## config.mk

```make
export PLATFORM = sky130hd
export DESIGN_NAME = cpu6_trap_ctrl
export DESIGN_NICKNAME = d
export VERILOG_FILES = /design/src/rtl/cpu6_trap_ctrl_pkg.sv /design/src/rtl/cpu6_trap_ctrl_dffrs.sv /design/src/rtl/cpu6_trap_ctrl.sv
export SDC_FILE = /design/constraint.sdc
export NUM_CORES = 1
export LEC_CHECK = 0
export ABC_AREA = 1
export CAP_MARGIN = 15
export CORE_MARGIN = 1.5
export CORE_UTILIZATION = 35
export CTS_CLUSTER_SIZE = 20
export DETAILED_ROUTE_END_ITERATION = 8
export PLACE_DENSITY = 0.73
export SYNTH_ARGS = -nofsm -noshare
export SYNTH_HDL_FRONTEND = slang
export SYNTH_SLANG_ARGS = --single-unit
```

## constraint.sdc

```tcl
create_clock -name clk -period 2.75 [get_ports clk]
set_input_delay 0.55 -clock clk [delete_from_list [all_inputs] [get_ports clk]]
set_output_delay 0.55 -clock clk [all_outputs]
set_load 0.05 [all_outputs]
```

## src/rtl/cpu6_trap_ctrl_pkg.sv

```systemverilog
// Shared constants and state encoding for the cpu6 machine-mode trap controller.
// Cause values match the mcause encoding the CSR block will adopt.
package cpu6_trap_ctrl_pkg;

    localparam int XLEN = 32;

    localparam logic [XLEN-1:0] CAUSE_MTI     = 32'h8000_0007;
    localparam logic [XLEN-1:0] CAUSE_ILLEGAL = 32'h0000_0002;
    localparam logic [XLEN-1:0] CAUSE_ECALL_M = 32'h0000_000b;

    typedef enum logic [1:0] {
        ST_RUN     = 2'd0,
        ST_ENTER   = 2'd1,
        ST_HANDLER = 2'd2,
        ST_MRET    = 2'd3
    } trap_state_e;

endpackage

```

## src/rtl/cpu6_trap_ctrl_dffrs.sv

```systemverilog
// Flop with asynchronous active-high reset that forces every bit to 1.
// Used for state that must come out of reset asserted, such as the global interrupt enable.
module cpu6_trap_ctrl_dffrs #(
    parameter int W = 1
) (
    input  logic         clk,
    input  logic         reset,
    input  logic [W-1:0] d,
    output logic [W-1:0] q
);

    always_ff @(posedge clk or posedge reset) begin
        if (reset) q <= '1;
        else       q <= d;
    end

endmodule

```

## src/rtl/cpu6_trap_ctrl.sv

```systemverilog
// Machine-mode trap controller: picks trap/mret at EX boundaries, drives the mepc write,
// flush and fetch redirect one cycle later, and owns the MIE bit.
module cpu6_trap_ctrl
    import cpu6_trap_ctrl_pkg::*;
(
    input  logic            clk,
    input  logic            reset,
    input  logic            ex_valid,
    input  logic            ex_stall,
    input  logic [XLEN-1:0] ex_pc,
    input  logic            ex_ecall,
    input  logic            ex_illegal,
    input  logic            ex_mret,
    input  logic            tmr_irq_r,
    input  logic            csr_mtie_r,
    input  logic [XLEN-1:0] csr_mtvec,
    input  logic [XLEN-1:0] csr_mepc,
    output logic [XLEN-1:0] excp_mepc,
    output logic            excp_mepc_ena,
    output logic [XLEN-1:0] trap_cause,
    output logic            trap_cause_ena,
    output logic            flush,
    output logic            redirect_ena,
    output logic [XLEN-1:0] redirect_pc,
    output logic            mie_r,
    output logic [1:0]      trap_state
);

    trap_state_e     state;
    trap_state_e     state_nxt;
    logic            bnd;
    logic            irq;
    logic            take_trap;
    logic            take_mret;
    logic [XLEN-1:0] cause_nxt;
    logic            mie_nxt;

    assign bnd        = ex_valid & ~ex_stall;
    // Interrupts are naturally masked in HANDLER because mie_r is 0 there.
    assign irq        = tmr_irq_r & csr_mtie_r & mie_r;
    assign trap_state = state;

    always_comb begin
        state_nxt = state;
        take_trap = 1'b0;
        take_mret = 1'b0;
        cause_nxt = trap_cause;
        case (state)
            ST_RUN, ST_HANDLER: begin
                if (bnd) begin
                    if (irq) begin
                        take_trap = 1'b1;
                        cause_nxt = CAUSE_MTI;
                    end else if (ex_illegal || (ex_mret && state == ST_RUN)) begin
                        take_trap = 1'b1;
                        cause_nxt = CAUSE_ILLEGAL;
                    end else if (ex_ecall) begin
                        take_trap = 1'b1;
                        cause_nxt = CAUSE_ECALL_M;
                    end else if (ex_mret) begin
                        take_mret = 1'b1;
                    end
                end
                if (take_trap)      state_nxt = ST_ENTER;
                else if (take_mret) state_nxt = ST_MRET;
            end
            // EX is being flushed in these one-cycle states, so its inputs are ignored.
            ST_ENTER: state_nxt = ST_HANDLER;
            ST_MRET:  state_nxt = ST_RUN;
            default:  state_nxt = ST_RUN;
        endcase
    end

    always_comb begin
        mie_nxt = mie_r;
        if (state == ST_ENTER)     mie_nxt = 1'b0;
        else if (state == ST_MRET) mie_nxt = 1'b1;
    end

    always_ff @(posedge clk or posedge reset) begin
        if (reset) begin
            state          <= ST_RUN;
            excp_mepc      <= '0;
            excp_mepc_ena  <= 1'b0;
            trap_cause     <= '0;
            trap_cause_ena <= 1'b0;
            flush          <= 1'b0;
            redirect_ena   <= 1'b0;
            redirect_pc    <= '0;
        end else begin
            state          <= state_nxt;
            excp_mepc_ena  <= take_trap;
            trap_cause_ena <= take_trap;
            flush          <= take_trap | take_mret;
            redirect_ena   <= take_trap | take_mret;
            if (take_trap) begin
                excp_mepc   <= ex_pc;
                trap_cause  <= cause_nxt;
                redirect_pc <= csr_mtvec;
            end else if (take_mret) begin
                redirect_pc <= csr_mepc;
            end
        end
    end

    cpu6_trap_ctrl_dffrs #(.W(1)) u_mie (
        .clk   (clk),
        .reset (reset),
        .d     (mie_nxt),
        .q     (mie_r)
    );

endmodule

```

* Word level (Yosys, flattened, before mapping)
Index checks and enable logic that the tools add are counted.
** Storage, ports and cells
- Bits in registers :: 101
- Latch bits :: 0
- Memory bits (writable) :: 0
- Memory bits (read-only) :: 0
- Logic and storage cells :: 47
- Memories :: 0
** Operators by class
- Add/sub/neg operators :: 0
- Multiply operators :: 0
- Divide/modulo/power cells :: 0
- Order comparisons :: 0
- Equality and inequality tests :: 4
- Shift operators :: 0
- Multiplexer cells :: 23
- Bitwise gates (word level) :: 5
- Reductions and logical operators :: 8
** Operators by type and width (number)
- 32-bit two-way mux :: 5
- 1-bit two-way mux :: 15
- 2-bit case mux with 3 select lines :: 1
- 2-bit == test (second input constant) :: 2
- 2-bit two-way mux :: 2
- 4-bit AND reduction :: 1
- 2-bit nonzero test :: 2
- 1-bit bitwise AND :: 3
- 3-bit by 1-bit inequality test with 1-bit output (second input constant) :: 1
- 3-bit nonzero test :: 1
- 2-bit by 1-bit == test with 1-bit output (second input constant) :: 1
- 2-bit logical NOT :: 1
- 2-bit OR reduction :: 1
- 1-bit logical AND :: 1
- 1-bit logical OR :: 1
- 1-bit NOT :: 1
- 1-bit bitwise OR :: 1

* Longest topological paths before layout
Gate-level depths: netlist of run 1.
- Depth in word-level cells :: 10
- Depth in mapped cells :: 10
- Gate-level depth less buffers :: 9

* Cells and area by module
A second synthesis of run 1 with hierarchy kept.
** Second synthesis, totals
- Cells, all modules :: 521
- Area total of the unflattened synthesis :: 3943.8 sq um
** By module, submodules not included
- cpu6_trap_ctrl :: times used 1, cells an instance 519, area each 3913.8 sq um, seq. area each 1801.7 sq um
- cpu6_trap_ctrl_dffrs :: times used 1, cells an instance 2, area each 30.0 sq um, seq. area each 26.3 sq um

* Least setup slack after synthesis of run 1
No wires, ideal clock.
- Kind :: register to register
- Start :: register state[0], in the netlist trap_state[0]
- End :: register redirect_pc[10]
- Arrival time :: 1.579 ns
- Data required time :: 2.637 ns
- Path slack :: 1.058 ns
- Cell stages (with the launch flop) :: 10
- Path buffers :: 2
- Period minus slack after synthesis :: 1.692 ns
- Cells stage by stage :: dfrtp_1 > nor2_1 > a21oi_4 > nand2_4 > nand3_4 > buf_6 > buf_4 > nand3_1 > nand2_1 > inv_1
** On the way
- Longest elaborated chain between the ends :: 9
- Elaborated cells between the ends (all ways) :: 17
** RTL lines
- from (decl) :: RTL line cpu6_trap_ctrl.sv:29 : trap_state_e state;
- from (signal assigned) :: RTL line cpu6_trap_ctrl.sv:91 : state <= state_nxt;
- 2-bit logical NOT :: RTL line cpu6_trap_ctrl.sv:48, cpu6_trap_ctrl.sv:54
- 1-bit logical AND :: RTL line cpu6_trap_ctrl.sv:54 : end else if (ex_illegal || (ex_mret && state == ST_RUN)) begin
- 1-bit logical OR :: RTL line cpu6_trap_ctrl.sv:54
- 1-bit two-way mux :: RTL line cpu6_trap_ctrl.sv:54
- 1-bit two-way mux :: RTL line cpu6_trap_ctrl.sv:51 : if (irq) begin
- 1-bit two-way mux :: RTL line cpu6_trap_ctrl.sv:50 : if (bnd) begin
- 1-bit two-way mux (2 in series) :: RTL line cpu6_trap_ctrl.sv:48 : case (state)
- 32-bit two-way mux / 2-bit nonzero test (equally long branches)
- to (signal assigned) :: RTL line cpu6_trap_ctrl.sv:99 : redirect_pc <= csr_mtvec;
- to (signal assigned) :: RTL line cpu6_trap_ctrl.sv:101 : redirect_pc <= csr_mepc;
- to (decl) :: RTL line cpu6_trap_ctrl.sv:24 : output logic [XLEN-1:0] redirect_pc,
Parallel ways exist; a longest one is shown, timed or not. The select of a mux whose other input is x is not followed.
A chain may end at the register's enable or synchronous reset.

* Worst setup path after layout of run 1
- Start :: register u_mie.q
- End :: output mie_r
** RTL lines
- from (decl) :: RTL line cpu6_trap_ctrl_dffrs.sv:9 : output logic [W-1:0] q
- from (signal assigned) :: RTL line cpu6_trap_ctrl_dffrs.sv:13 : if (reset) q <= '1;
- from (signal assigned) :: RTL line cpu6_trap_ctrl_dffrs.sv:14 : else q <= d;
- to (decl) :: RTL line cpu6_trap_ctrl.sv:25 : output logic mie_r,
No word-level cell between the ends.

==> impl_metrics.env, run 1 <==
export IMPL_wl_per_cell_um=12.9
export IMPL_p_sw_share_pct=43.6
export IMPL_internal_power_uw=2550
export IMPL_detailed_place_hpwl_um=7780
export IMPL_tightest_hold_check_type="flop to flop"
export IMPL_drv_slew=0
export IMPL_cts_sink_count=73
export IMPL_fp_dieArea_um2=11900
export IMPL_timing_rr_start="u_mie.q"
export IMPL_cts_max_path_bufs=2
export IMPL_pwr_density_cell_nw_per_um2=759
export IMPL_critical_path_class="flop to output port"
export IMPL_worst_endpoint_arrival_ns=1.74
export IMPL_gp_congestion=0.737
export IMPL_drt_first_iter_violations=206
export IMPL_worst_r2r_cell_count=9
export IMPL_holdPathEnd="excp_mepc[1]"
export IMPL_hold_fix_buffers_at_cts=0
export IMPL_ant_nets=0
export IMPL_netSwitchingPower_uw=1980
export IMPL_p_leak_uw=0.00309
export IMPL_crit_path_max_incr_delay_ns=0.83
export IMPL_die_width_um=109
export IMPL_timing_critical_path_slowest_stage_cell="sky130_fd_sc_hd__clkdlybuf4s50_1"
export IMPL_sequential_area_share_after_synthesis_pct=46.4
export IMPL_drive_gt1_share_pct=6.78
export IMPL_path_cells="clkdlybuf4s50_1"
export IMPL_via_per_inst=4.45
export IMPL_max_cap_violations=0
export IMPL_synth_cells=520
export IMPL_seq_power_share_pct=32.3
export IMPL_drt_pass1_iter_count=4
export IMPL_timing_final_crit_share_pct=83.4
export IMPL_path_clk_slew_ns=0.08
export IMPL_chipHeight_um=109
export IMPL_layout_min_cycle_time_ns=2.29
export IMPL_min_path_cells=2
export IMPL_via_count_of_the_first_global_routing_pass=3580
export IMPL_end_kind="output port"
export IMPL_r2r_end="excp_mepc[27]"
export IMPL_std_cell_rows=38
export IMPL_finalCoreUtilization_pct=54.8
export IMPL_number_of_buffer_cells_added_on_primary_ports=180
export IMPL_rsz0062_at_grt="no"
export IMPL_cp_start_kind="flop"
export IMPL_slew_headroom_pct=61.6
export IMPL_synth_distinct_cells=24
export IMPL_report_power_total_uw=4530
export IMPL_achievable_frequency_ghz=0.436
export IMPL_hold_violations=0
export IMPL_post_cts_repair_setup_buffers=0
export IMPL_synth_area_leaders="sky130_fd_sc_hd__dfrtp_1 (46%), sky130_fd_sc_hd__nand2_1 (19%), sky130_fd_sc_hd__inv_1 (6.3%), sky130_fd_sc_hd__buf_4 (6.1%), sky130_fd_sc_hd__nand4_1 (5.1%)"
export IMPL_netlist_top_cell_by_area="sky130_fd_sc_hd__dfrtp_1"
export IMPL_n_diodes=0
export IMPL_grt_start_max_net_pins=46
export IMPL_ir_worst_vdd_mv=0.326
export IMPL_layout_overhead_on_the_synthesized_area_pct=51.4
export IMPL_layout_nets=793
export IMPL_synth_largest_type_area_fraction_pct=45.7
export IMPL_cts_made_buffers=9
export IMPL_groute_usage_overall_pct=18.3
export IMPL_core_area_um2=10900
export IMPL_worst_path_dominant_cell_family="buffers and inverters"
export IMPL_worst_skew_pair_late_latency_ns=0.34
export IMPL_synth_area_um2=3940
export IMPL_routed_wirelength_um=10700
export IMPL_total_of_endpoints_with_negative_setup_slack_in_the_final_report=0
export IMPL_tightestPinTransition_ns=0.574
export IMPL_run_status="finished, final reports clean"
export IMPL_power_share_clock_pct=20.4
export IMPL_ioPinCount=208
export IMPL_routed_via_count=3704
export IMPL_crit_path_max_fanout=4
export IMPL_cts_resized_gates=0
export IMPL_synth_warning_count=0
export IMPL_number_of_storage_elements_in_the_synthesis_netlist=73
export IMPL_gr_total_overflow=0
export IMPL_clock_root_buffer="sky130_fd_sc_hd__clkbuf_8"
export IMPL_power_frac_comb_pct=47.4
export IMPL_drc=0
export IMPL_final_setup_tns_ns=0
export IMPL_r2r_slack_ns=0.97
export IMPL_timing_critical_path_buf_inv=1
export IMPL_initial_utilization_pct=36.2
export IMPL_grt_first_pass_wirelength_um=17000
export IMPL_hold_start="excp_mepc[1]"
export IMPL_finalClockSkew_ns=0.00689
export IMPL_post_synth_cell_area_avg_um2=7.58
export IMPL_cts_tree="done"
export IMPL_cts_htree_levels=3
export IMPL_required_ns=2.20
export IMPL_initial_antenna_violation_count=0
==> cell usage in the layout, fill, tap and decap left out, types with 2 or more instances in the layout <==
| cell | netlist | routed |
|---|---|---|
| sky130_fd_sc_hd__clkbuf_8 | 0 | 9 |
| sky130_fd_sc_hd__buf_4 | 32 | 8 |
| sky130_fd_sc_hd__clkinv_2 | 0 | 2 |
| sky130_fd_sc_hd__or2_2 | 10 | 10 |
| sky130_fd_sc_hd__conb_1 | 1 | 27 |
| sky130_fd_sc_hd__nand2_1 | 202 | 202 |
| sky130_fd_sc_hd__bufinv_16 | 0 | 2 |
| sky130_fd_sc_hd__buf_12 | 0 | 3 |
| sky130_fd_sc_hd__dfrtp_1 | 72 | 72 |
| sky130_fd_sc_hd__inv_1 | 66 | 65 |
| sky130_fd_sc_hd__o21ai_1 | 3 | 3 |
| sky130_fd_sc_hd__nand4_1 | 32 | 32 |
| sky130_fd_sc_hd__nor2_1 | 6 | 6 |
| sky130_fd_sc_hd__or2_0 | 23 | 23 |
| sky130_fd_sc_hd__nand3_1 | 33 | 33 |
| sky130_fd_sc_hd__clkdlybuf4s50_1 | 0 | 180 |
| sky130_fd_sc_hd__inv_2 | 4 | 4 |
==> sequential cells by signal, summed over array words and instances (netlist names) <==
register and flops:
excp_mepc 32, trap_cause 4, redirect_ena 1, redirect_pc 32, trap_state 2, trap_cause_ena 1, u_mie.q 1
==> per-layer routing <==
layer | global-route usage, % | wire length, µm | up-vias
met1 | 22.8 | 4540 | 1695
met5 | 0 | 0 | -
met2 | 30.7 | 5220 | 138
li1 | - | - | 1855
met4 | 7.14 | 189 | 0
met3 | 3.89 | 763 | 16
==> worst min-delay path, cell delays in order, from the launching register on <==
cell                      delay, ns
sky130_fd_sc_hd__dfrtp_1       0.35
sky130_fd_sc_hd__nand2_1       0.05
sky130_fd_sc_hd__nand2_1       0.05
==> power groups by stage <==
stage	clock, µW	combinational [µW]	sequential [µW]
finish	922	2140	1460
floorplan	0	570	2310
detailed placement	0	2160	1480
global placement	0	2130	1470
CTS	949	2160	1460
global route	997	2280	1490
==> worst max path at each step <==
stage	start	cells after the start	slack (ns)	endpoint
floorplan	reset	1	0.35	excp_mepc[0]
global placement	ex_stall	9	0.43	redirect_pc[24]
detailed placement	ex_stall	8	0.36	excp_mepc[27]
CTS	u_mie.q	1	0.41	mie_r
global route	u_mie.q	1	0.41	mie_r
finish	u_mie.q	1	0.46	mie_r
==> synthesized netlist by cell type, drive strengths merged <==
master and count:
o21bai 1, or2 33, conb 1, nand4 32, nor2 7, clkbuf 7, nand2 203, dfstp 1
a21oi 1, buf 53, dfrtp 72, o21ai 3, inv 70, a31oi 1, nand3 35
==> stage by stage <==
| step | setup slack, ns | std cells | hold WS [ns] | instance area, µm² |
|---|---|---|---|---|
| after floorplan | 0.348 | 546 | 0.609 | 4040 |
| after global placement | 0.428 | 817 | 0.464 | 5750 |
| after detailed placement | 0.359 | 817 | 0.469 | 5750 |
| after CTS | 0.411 | 833 | 0.490 | 5960 |
| after global routing | 0.411 | 833 | 0.505 | 5960 |
| final | 0.456 | 833 | 0.481 | 5960 |
==> cell type report <==
class	instances	area (µm²)
multi-input combinational	343	1560
timing repair buffer	191	1920
clock inverter	6	90.1
tap	140	175
inverter	70	264
clock buffer	10	128
fill	1027	4920
sequential	73	1830
==> cells by family after synthesis <==
group                  synth area share (%)
AND/OR/NAND/NOR                        35.8
buffers and inverters                  16.5
AO/OA/AOI/OAI                          1.14
other                                0.0952
flip-flops                             46.4
No activity file was read; power rests on OpenSTA's default activity.
==> inputs of run 2 (changes only) <==
- PLACE_DENSITY: 0.73 -> 0.76
- clock period: 2.75 -> 2 ns (I/O delays scaled with it)
==> run 2 against run 1 <==
  * Critical path depth stayed put
  * First-iteration DRC count grew 23%
  * Via count is 1.4% higher
  * Final area rose by 0.63%
  * Worst setup slack worse by 0.38 ns
  * Combinational power increased by 39%
  * Largest cell class unchanged
  * Largest power group unchanged
==> impl_metrics.env, run 2 (synthesis gave the netlist of run 1 again) <==
export IMPL_cts_htree_levels=3
export IMPL_layout_commonest_cell="sky130_fd_sc_hd__nand2_1"
export IMPL_cts_sink_count=73
export IMPL_drt_pass1_iter_count=4
export IMPL_run_status="finished, final reports clean"
export IMPL_drc=0
export IMPL_number_of_buffer_cells_added_on_primary_ports=180
export IMPL_ff_latch_area_um2=1830
export IMPL_n_diodes=0
export IMPL_hold_start="excp_mepc[12]"
export IMPL_total_of_endpoints_with_negative_setup_slack_in_the_final_report=0
export IMPL_hold_violations=0
export IMPL_top_regs="excp_mepc: 32 flops, redirect_pc: 32 flops, trap_cause: 4 flops"
export IMPL_report_power_total_uw=5960
export IMPL_worst_endpoint_arrival_ns=1.53
export IMPL_achievable_frequency_ghz=0.519
export IMPL_detailed_place_hpwl_um=8120
export IMPL_gp_congestion=0.797
export IMPL_gr_total_overflow=0
export IMPL_layout_nets=801
export IMPL_crit_path_max_fanout=2
export IMPL_timing_rr_start="u_mie.q"
export IMPL_routed_wirelength_um=10700
export IMPL_final_fill_count=1024
export IMPL_final_cell_mix="sky130_fd_sc_hd__nand2_1 (202), sky130_fd_sc_hd__clkdlybuf4s50_1 (175), sky130_fd_sc_hd__dfrtp_1 (72)"
export IMPL_finalClockSkew_ns=0.00590
export IMPL_timing_final_crit_share_pct=96.3
export IMPL_cts_max_path_bufs=2
export IMPL_final_setup_tns_ns=0
export IMPL_cts_tree="done"
export IMPL_drt_first_iter_violations=254
export IMPL_max_cap_violations=0
export IMPL_pwr_density_cell_nw_per_um2=993
export IMPL_cts_resized_gates=0
export IMPL_multi_input_gate_area_um2=1560
export IMPL_grt_start_max_net_pins=74
export IMPL_routed_via_count=3755
export IMPL_tightestPinTransition_ns=0.535
export IMPL_cts_made_buffers=9
export IMPL_post_cts_repair_setup_buffers=0
export IMPL_chipHeight_um=109
export IMPL_required_ns=1.60
export IMPL_timing_critical_path_buf_inv=1
export IMPL_drv_slew=0
export IMPL_ant_nets=0
export IMPL_timing_critical_path_slowest_stage_cell="sky130_fd_sc_hd__clkdlybuf4s50_1"
export IMPL_drive_gt1_share_pct=8.42
export IMPL_worst_skew_pair_late_latency_ns=0.34
export IMPL_grt_first_pass_wirelength_um=16800
export IMPL_critical_path_class="flop to output port"
export IMPL_ioPinCount=208
export IMPL_tightest_hold_check_type="flop to flop"
export IMPL_layout_min_cycle_time_ns=1.93
export IMPL_crit_path_max_incr_delay_ns=0.82
export IMPL_launch_point_of_the_worst_path="excp_mepc[0]"
export IMPL_rsz0062_at_grt="no"
export IMPL_hold_fix_buffers_at_cts=0
export IMPL_cp_start_kind="flop"
export IMPL_via_per_inst=4.46
export IMPL_core_area_um2=10900
export IMPL_path_clk_slew_ns=0.07
export IMPL_worst_path_dominant_cell_family="buffers and inverters"
export IMPL_fp_dieArea_um2=11900
export IMPL_wl_per_cell_um=12.7
export IMPL_fin_worst_hold_slack_ns=0.483
export IMPL_layout_overhead_on_the_synthesized_area_pct=52.3
export IMPL_std_cell_rows=38
export IMPL_initial_antenna_violation_count=0
export IMPL_die_width_um=109
export IMPL_ir_worst_vdd_mv=0.538
export IMPL_via_count_of_the_first_global_routing_pass=3622
export IMPL_initial_utilization_pct=36.2
export IMPL_clock_root_buffer="sky130_fd_sc_hd__clkbuf_8"
export IMPL_slew_headroom_pct=64.2
export IMPL_end_kind="output port"
export IMPL_groute_usage_overall_pct=18.3
export IMPL_path_cells="clkdlybuf4s50_1"
export IMPL_p_leak_uw=0.00313
==> run 2: changes by cell type in the layout (fill, tap and decap cells not counted) <==
cell and change:
sky130_fd_sc_hd__buf_12 +3, sky130_fd_sc_hd__buf_4 +9, sky130_fd_sc_hd__bufinv_16 -2, sky130_fd_sc_hd__clkdlybuf4s50_1 -5
sky130_fd_sc_hd__clkinv_2 +2, sky130_fd_sc_hd__clkinv_4 -1, sky130_fd_sc_hd__clkinvlp_4 +2, sky130_fd_sc_hd__dlymetal6s2s_1 +1
sky130_fd_sc_hd__inv_6 -1
==> run 2: where the power goes <==
part,leakage (µW),internal [µW],switching [µW],total (µW)
logic,0.00217,1010,1960,2970
registers,0.000877,1810,203,2010
clock network,0.0000818,441,534,975
==> run 2: tightest hold or removal path, cell delays in order (launching register included) <==
cell,delay (ns)
sky130_fd_sc_hd__dfrtp_1,0.35
sky130_fd_sc_hd__nand2_1,0.05
sky130_fd_sc_hd__nand2_1,0.05
==> run 2: layout make-up <==
class	count	share of cell area, %
Timing Repair Buffer	199	33.5
Sequential cell	73	30.5
Multi-Input combinational cell	343	26.0
Inverter	70	4.44
Tap cell	140	2.92
Clock buffer	10	2.13
Clock inverter	6	0.584
==> run 2: per-layer routing <==
| layer | global-route usage (%) | vias up | wire, µm |
|---|---|---|---|
| met5 | 0 | - | 0 |
| met4 | 7.24 | 0 | 167 |
| met3 | 4.72 | 13 | 1040 |
| met2 | 31.2 | 169 | 5060 |
| met1 | 21.9 | 1698 | 4380 |
| li1 | - | 1875 | - |
==> run 2: path summary, 6_finish.rpt <==
| path | depth (start not counted) | to | slack [ns] |
|---|---|---|---|
| setup / recovery | 1 | excp_mepc[0] | 0.07 |
| hold / removal | 2 | excp_mepc[12] | 0.48 |
| setup reg to reg | 9 | excp_mepc[3] | 0.35 |
| hold reg to reg | 2 | excp_mepc[12] | 0.48 |
| max in group asynchronous | 3 | u_mie.q | 1.16 |
| min in group asynchronous | 3 | trap_cause_ena | 0.50 |
==> run 2: per-stage QoR <==
step	worst slack (ns)	instances	cell area [µm²]	util, %
after floorplan	0.308	546	4040	-
after global placement	0.0477	825	5840	53.6
after detailed placement	0.0163	825	5840	53.6
after CTS	0.00257	841	6000	55.1
after global routing	0.0108	841	6000	55.1
final	0.0734	841	6000	55.1
